--- src/rtl/tone_word_feeder.sv ---
// tone_word_feeder: square-wave offset-binary word source for the audio serializer.
// Emits HI/LO words paced by the serializer's ser_done pulse, for a programmed
// word count or until stopped, then parks the output at midscale.
// Optional build macro TONE_FADE_EN: amplitude fades in from amplitude>>4 to full
// scale, one shift step every 2^FADE_LOG2 words.
module tone_word_feeder #(
  parameter int unsigned DATA_W    = 16,
  parameter int unsigned DUR_W     = 24,
  parameter int unsigned FADE_LOG2 = 3
) (
  input  logic              clock,
  input  logic              reset_n,
  input  logic              start,
  input  logic              stop,
  input  logic [15:0]       half_period,
  input  logic [DATA_W-2:0] amplitude,
  input  logic [DUR_W-1:0]  duration,
  input  logic              ser_done,
  output logic [DATA_W-1:0] data_out,
  output logic              ser_enable,
  output logic              busy,
  output logic              finished
);

  localparam int unsigned HP_W  = 16;
  localparam int unsigned AMP_W = DATA_W - 1;
  localparam logic [DATA_W-1:0] MID = {1'b1, {(DATA_W-1){1'b0}}};

  typedef enum logic [1:0] {S_IDLE, S_PRIME, S_RUN, S_FINISH} state_t;

  state_t              state_q, state_d;
  logic [HP_W-1:0]     hp_q, hp_d;
  logic [AMP_W-1:0]    amp_q, amp_d;
  logic [DUR_W-1:0]    dur_q, dur_d;
  logic [HP_W-1:0]     half_cnt_q, half_cnt_d;
  logic [DUR_W-1:0]    word_cnt_q, word_cnt_d;
  logic                phase_q, phase_d;
  logic                stop_pend_q, stop_pend_d;
  logic [DATA_W-1:0]   data_d;
  logic                en_d, busy_d, fin_d;
  logic [AMP_W-1:0]    amp_eff;
`ifdef TONE_FADE_EN
  logic [2:0]           fade_shift_q, fade_shift_d;
  logic [FADE_LOG2-1:0] fade_cnt_q, fade_cnt_d;
`endif

  // Word for a phase (1 = HI) at a given magnitude about midscale.
  function automatic logic [DATA_W-1:0] word_of(input logic ph, input logic [AMP_W-1:0] a);
    return ph ? (MID + DATA_W'(a)) : (MID - DATA_W'(a));
  endfunction

  // State, latched parameters, counters and registered outputs.
  always_ff @(posedge clock or negedge reset_n) begin
    if (!reset_n) begin
      state_q     <= S_IDLE;
      hp_q        <= '0;
      amp_q       <= '0;
      dur_q       <= '0;
      half_cnt_q  <= '0;
      word_cnt_q  <= '0;
      phase_q     <= 1'b0;
      stop_pend_q <= 1'b0;
      data_out    <= MID;
      ser_enable  <= 1'b0;
      busy        <= 1'b0;
      finished    <= 1'b0;
`ifdef TONE_FADE_EN
      fade_shift_q <= '0;
      fade_cnt_q   <= '0;
`endif
    end else begin
      state_q     <= state_d;
      hp_q        <= hp_d;
      amp_q       <= amp_d;
      dur_q       <= dur_d;
      half_cnt_q  <= half_cnt_d;
      word_cnt_q  <= word_cnt_d;
      phase_q     <= phase_d;
      stop_pend_q <= stop_pend_d;
      data_out    <= data_d;
      ser_enable  <= en_d;
      busy        <= busy_d;
      finished    <= fin_d;
`ifdef TONE_FADE_EN
      fade_shift_q <= fade_shift_d;
      fade_cnt_q   <= fade_cnt_d;
`endif
    end
  end

  // Next-state, counter and output-register logic; outputs are set on state entry.
  always_comb begin
    state_d     = state_q;
    hp_d        = hp_q;
    amp_d       = amp_q;
    dur_d       = dur_q;
    half_cnt_d  = half_cnt_q;
    word_cnt_d  = word_cnt_q;
    phase_d     = phase_q;
    stop_pend_d = stop_pend_q;
    data_d      = data_out;
    en_d        = ser_enable;
    busy_d      = busy;
    fin_d       = 1'b0;
    amp_eff     = amp_q;
`ifdef TONE_FADE_EN
    fade_shift_d = fade_shift_q;
    fade_cnt_d   = fade_cnt_q;
`endif
    case (state_q)
      S_IDLE: begin
        data_d = MID;
        en_d   = 1'b0;
        busy_d = 1'b0;
        if (start && !stop) begin
          hp_d        = (half_period == '0) ? HP_W'(1) : half_period;
          amp_d       = amplitude;
          dur_d       = duration;
          phase_d     = 1'b1;
          half_cnt_d  = HP_W'(1);
          word_cnt_d  = '0;
          stop_pend_d = 1'b0;
`ifdef TONE_FADE_EN
          fade_shift_d = 3'd4;
          fade_cnt_d   = '0;
          data_d       = word_of(1'b1, amplitude >> 4);
`else
          data_d       = word_of(1'b1, amplitude);
`endif
          en_d    = 1'b1;
          busy_d  = 1'b1;
          state_d = S_PRIME;
        end
      end
      S_PRIME: state_d = S_RUN;
      S_RUN: begin
        if (ser_done) begin
          word_cnt_d = DUR_W'(word_cnt_q + 1'b1);
          if (half_cnt_q == hp_q) begin
            phase_d    = ~phase_q;
            half_cnt_d = HP_W'(1);
          end else begin
            half_cnt_d = HP_W'(half_cnt_q + 1'b1);
          end
`ifdef TONE_FADE_EN
          fade_cnt_d = FADE_LOG2'(fade_cnt_q + 1'b1);
          if (fade_cnt_q == '1 && fade_shift_q != 3'd0)
            fade_shift_d = fade_shift_q - 3'd1;
          amp_eff = amp_q >> fade_shift_d;
`endif
          data_d = word_of(phase_d, amp_eff);
          if ((dur_q != '0 && DUR_W'(word_cnt_q + 1'b1) == dur_q) || stop_pend_q || stop) begin
            data_d  = MID;
            en_d    = 1'b0;
            fin_d   = 1'b1;
            state_d = S_FINISH;
          end
        end else if (stop) begin
          stop_pend_d = 1'b1;
        end
      end
      S_FINISH: begin
        stop_pend_d = 1'b0;
        busy_d      = 1'b0;
        state_d     = S_IDLE;
      end
      default: state_d = S_IDLE;
    endcase
  end

endmodule
--- config.mk ---
export PLATFORM = sky130hd
export DESIGN_NAME = tone_word_feeder
export DESIGN_NICKNAME = d
export VERILOG_FILES = /design/src/rtl/tone_word_feeder.sv
export SDC_FILE = /design/constraint.sdc
export NUM_CORES = 1
export LEC_CHECK = 0
export ABC_AREA = 1
export CORE_MARGIN = 10
export CORE_UTILIZATION = 50
export CTS_CLUSTER_DIAMETER = 50
export DETAILED_ROUTE_END_ITERATION = 6
export DONT_BUFFER_PORTS = 1
export PLACE_DENSITY = 0.68
export SYNTH_ARGS = -nofsm -noshare
export SYNTH_HDL_FRONTEND = slang
export SYNTH_SLANG_ARGS = --single-unit
export TNS_END_PERCENT = 100
--- constraint.sdc ---
create_clock -name clock -period 1.9 [get_ports clock]
set_input_delay 0.38 -clock clock [delete_from_list [all_inputs] [get_ports clock]]
set_output_delay 0.38 -clock clock [all_outputs]
set_load 0.02 [all_outputs]
Yosys cells after proc, flatten, opt, wreduce, memory -nomap -nowiden
Index checks and enable logic that the tools add are counted.
Word-level totals
  register bits: 118
  output and inout port bits: 19
Operators by class
  bitwise gates (word level): 1
  multiplexer cells: 35
  equality and inequality tests: 10
  $add $sub $neg: 5
  reduce and logical (&&, ||, !) cells: 17
Operators by type and width (number)
  two-way mux 16 bit: 8
  case mux 16 bit (2 select lines): 2
  two-way mux 24 bit: 2
  case mux 24 bit (2 select lines): 1
  adder 16 x 15 -> 16 bit, first input constant: 2
  adder 24 x 1 -> 24 bit, second input constant: 1
  equality test 24 bit: 1
  nonzero test 24 bit: 1
  adder 16 x 1 -> 16 bit, second input constant: 1
  equality test 16 bit: 1
  zero test 16 bit: 1
  subtractor 16 x 15 -> 16 bit, first input constant: 1
  two-way mux 1 bit: 14
  inequality test 2 bit, second input constant: 5
  AND reduction 3 bit: 3
  case mux 2 bit (4 select lines): 1
  two-way mux 2 bit: 3
  case mux 1 bit (2 select lines): 3
  equality test 2 bit, second input constant: 2
  AND reduction 2 bit: 2
  AND reduction 4 bit: 1
  nonzero test 2 bit: 2
  case mux 1 bit (3 select lines): 1
  nonzero test 3 bit: 1
  6 further kinds: 8

Logic depth before layout (Yosys ltp)
  depth in word-level cells: 8
  gate-level depth with buffers: 17
  depth with buffers taken out: 17

Least setup slack after synthesis
No wires, ideal clock.
  path kind: register -> register
  start point: register word_cnt_q[0]
  end point: register data_out[10]
  clock period less this slack: 2.073 ns
  cell stages (with the launch flop): 17
  setup time: 0.122 ns
  slack: -0.173 ns
  arrival: 1.951 ns
  cell sequence: dfrtp_1 ha_1 nand2_2 nor2_8 nand2_4 clkinv_1 nand3_1 nand2_1 nand2_1 nand2_1 nor2_1 nand2_2 nor2_4 nand3_4 buf_8 nand4_1 a21oi_1
On the way
  cells in the longest elaborated chain, start to end: 8
RTL lines
  start: declaration: line 36  | logic [DUR_W-1:0] word_cnt_q, word_cnt_d;
  start signal: assignment: line 77  | word_cnt_q <= word_cnt_d;
  adder 24 x 1 -> 24 bit: line 152  | if ((dur_q != '0 && DUR_W'(word_cnt_q + 1'b1) == dur_q) || stop_pend_q || stop) begin
  equality test 24 bit: line 152
  logical AND 1 bit: line 152
  logical OR 1 bit (2 in a row): line 152
  two-way mux 16 bit: line 152
  two-way mux 16 bit: line 137  | if (ser_done) begin
  case mux 16 bit (2 select lines): line 110  | case (state_q)
  end signal: assignment: line 80  | data_out <= data_d;
  end: declaration: line 19  | output logic [DATA_W-1:0] data_out,
Every way passes these cells. The select of a mux whose other input is x is not followed.
A chain may end at the register's enable or synchronous reset.

Final worst setup path
  start point: register word_cnt_q[1]
  end point: register data_out[10]
Same word-level chain as after synthesis.

==> impl_metrics.toml <==
[status]
status = "finished, violations left"
violations = "hold timing, setup timing"

[finish]
multi_input_area_um2 = 3780
antenna_cells = 0
syn2layout_area_growth_pct = 27.8
fin_cells = 1252
nFillCells = 1218
drive_gt1_share_pct = 23.7
finalNetCount = 1126
seq_area_um2 = 2960

[setup_path]
crit_fanout = 8
start_kind = "register"
slowest_stage = "dfrtp_2"
r2r-start = "word_cnt_q[1]"
path_class = "register to register"
worstPathCellList = "nand2_2 -> nor2_4 -> nand2_4 -> nor2_4 -> nand3_2 -> nand2_2 -> nand2_1 -> nand2_2 -> nand3_2 -> nor2_4 -> nand3_4 -> buf_12 -> nand4_1 -> a21oi_2"
crit_required_ps = 2210
cp.arrival_ps = 2550
r2r_setup_slack_ps = -340
slowest_delay_ps = 410
reg2reg_to = "data_out[10]"
end_kind = "register"
r2r_cells = 14

[yosys]
ys.flop_type = "dfrtp_1"
synthCells = 953
ys_warn_count = 0
syn-num-nets = 1020
synth_area_um2 = 6980
synth_cell_types = 42
ys_ff_latch = 118
synthArstFlopShare_pct = 100
syn_area_per_cell_um2 = 7.33
yosysSeqAreaShare_pct = 42.3
synth-edff-count = 0

[cts]
clockBufferDepth = 2
h-tree-depth = 4
cts_tree = "built"
numCtsBuffers = 17
insertion_delay_ps = 420
cts_sinks = 118
ctsRootBufferMaster = "clkbuf_16"
clk_pin_slew_ps = 60

[floorplan]
dieArea_um2 = 19100
core_area_um2 = 13800
die_width_um = 138
ioPinCount = 79
initial_utilization_pct = 50.7
rows = 43
die_y_um = 138

[placed_design]
gp_congestion = 0.894
io_buffer_count = 0
placedCellCount = 1202
hpwl_um = 13800

[sta]
fmax_mhz = 446
holdWs_ps = -343
rsz0062_at_grt = "yes"
hold_violations = 118
setup_slack_ps = -341
worst_slew_pin_slew_ps = 599
finClkSkew_ps = 13.2
fin_crit_sh_pct = 118
setup_viol = 20
drv_slew = 0
fin_crit_ps = 2240
relSlewSlack_pct = 59.7

[detailed_routing]
finalWirelength_um = 19600
drc = 0
vias = 6658
drt_iter0_drc = 546
detail_route.vias_per_cell = 5.32
dr.pass1.iters = 5
wl_per_cell_um = 15.6
ant_nets = 0

[worst_hold_path]
hp-class = "input port to async pin"

[power_and_ir_drop]
leakagePower_uw = 0.00424
ir_worst_vdd_uv = 937
p_per_area_nw_per_um2 = 1570

[grt]
grt_max_degree = 119
track_usage_pct = 20.0
grt_pass1_wl_um = 31900
grt_overflow = 0
grt_pass1_vias = 6543
grt_antenna_before_repair = 0

[job]
maxCapViolCount = 0
==> sequential cells by signal, indices dropped and copies added (netlist names) <==
signal,count
stop_pend_q,1
ser_enable,1
hp_q,16
word_cnt_q,24
state_q,2
busy,1
half_cnt_q,16
data_out,16
dur_q,24
phase_q,1
finished,1
amp_eff,15
==> layer usage <==
| metal | part of all wire (%) | track usage (%) | vias to the layer above |
|---|---|---|---|
| met5 | 0 | 0 | - |
| met4 | 1.8 | 7.44 | 0 |
| met3 | 6.0 | 6.10 | 27 |
| met2 | 49 | 32.8 | 178 |
| met1 | 43 | 24.2 | 3158 |
| li1 | - | - | 3295 |
==> cells by family after synthesis <==
| group | synth area share [%] |
|---|---|
| buf+inv | 7.94 |
| xor+xnor | 4.89 |
| flops | 42.3 |
| simple gates | 34.2 |
| fa+ha+maj | 1.25 |
| compound gates | 9.39 |
==> per-stage QoR <==
step / setup WS, ps / power (µW) / instance area (µm²) / TNS, ps / utilization [%]
6_report: -341 / 14000 / 8930 / -6150 / 64.8
5_1_grt: -499 / 15100 / 8930 / -9530 / 64.8
4_1_cts: -280 / 13700 / 8650 / -5190 / 62.8
3_5_place_dp: -303 / 10300 / 7930 / -5790 / 57.6
3_3_place_gp: -255 / 10200 / 7930 / -4940 / 57.6
2_1_floorplan: -74.0 / 8270 / 7040 / -801 / -
==> where the power goes <==
part           total, µW  internal [µW]  leakage [µW]  switching (µW)
combinational       6100           2570       0.00246            3530
sequential          4700           3570       0.00150            1130
clock               3220           1970      0.000279            1250
total              14000           8110       0.00424            5910
==> synth_stat cells, types with 2 or more instances <==
library cell | count | area [µm²]
nand3b_1 | 4 | 30.0
clkbuf_1 | 21 | 78.8
a21oi_2 | 2 | 17.5
nor2_2 | 10 | 62.6
nor3_1 | 11 | 55.1
nand4_1 | 28 | 175
nor2_4 | 8 | 90.1
a31oi_1 | 2 | 12.5
o21ai_0 | 53 | 265
ha_1 | 7 | 87.6
buf_2 | 5 | 25.0
nand3_1 | 78 | 390
nand2_1 | 278 | 1040
o22ai_1 | 16 | 100
nand3_2 | 3 | 30.0
buf_1 | 2 | 7.51
dfrtp_1 | 117 | 2930
a2bb2oi_1 | 2 | 17.5
nand2_4 | 3 | 33.8
nor2_1 | 86 | 323
a21oi_1 | 39 | 195
nor4_1 | 7 | 43.8
xnor2_1 | 10 | 87.6
xor2_1 | 22 | 193
inv_1 | 112 | 420
nand2_2 | 8 | 50.1
xnor3_1 | 2 | 45.0
o21ai_1 | 3 | 15.0
==> critical path: cells and delay by family, from the launching register on <==
family          cells  cell delay, ps
flops               1             410
compound gates      1              60
simple gates       12            1460
buf+inv             1             190
==> layout make-up <==
class | instances | area share, %
Clock buffer | 18 | 4.92
Timing Repair Buffer | 116 | 10.6
Clock inverter | 14 | 1.67
Multi-Input combinational cell | 692 | 42.3
Sequential cell | 118 | 33.1
Inverter | 114 | 4.88
Tap cell | 180 | 2.52
==> cells in the final DEF, fill, tap and decap left out, types with 18 or more instances in the layout <==
master and instances:
nand2_2 19, nand4_1 28, dfrtp_1 114, a21oi_1 34, xor2_1 22, buf_4 109
inv_1 101, nor2_1 76, clkbuf_16 18, nand3_1 72, o21ai_0 49, nand2_1 263
==> worst max path at each step <==
stage                   from      endpoint  slack [ps]
3_5_place_dp   word_cnt_q[0]   data_out[6]        -300
6_report       word_cnt_q[1]  data_out[10]        -340
4_1_cts        word_cnt_q[1]   data_out[6]        -280
2_1_floorplan  word_cnt_q[0]  data_out[10]         -70
3_3_place_gp   word_cnt_q[0]   data_out[6]        -260
5_1_grt        word_cnt_q[7]   data_out[0]        -500
==> what timing repair did <==
| action | in CTS | in global routing |
|---|---|---|
| buffers inserted | 11 | 7 |
| resized for setup | 16 | 63 |
| hold endpoints to repair | 118 | 118 |
| pin swaps | 14 | 32 |
| setup endpoints to repair | 27 | 51 |
| cloned | 0 | 1 |
Note: power is estimated with default switching activity, not from simulation.
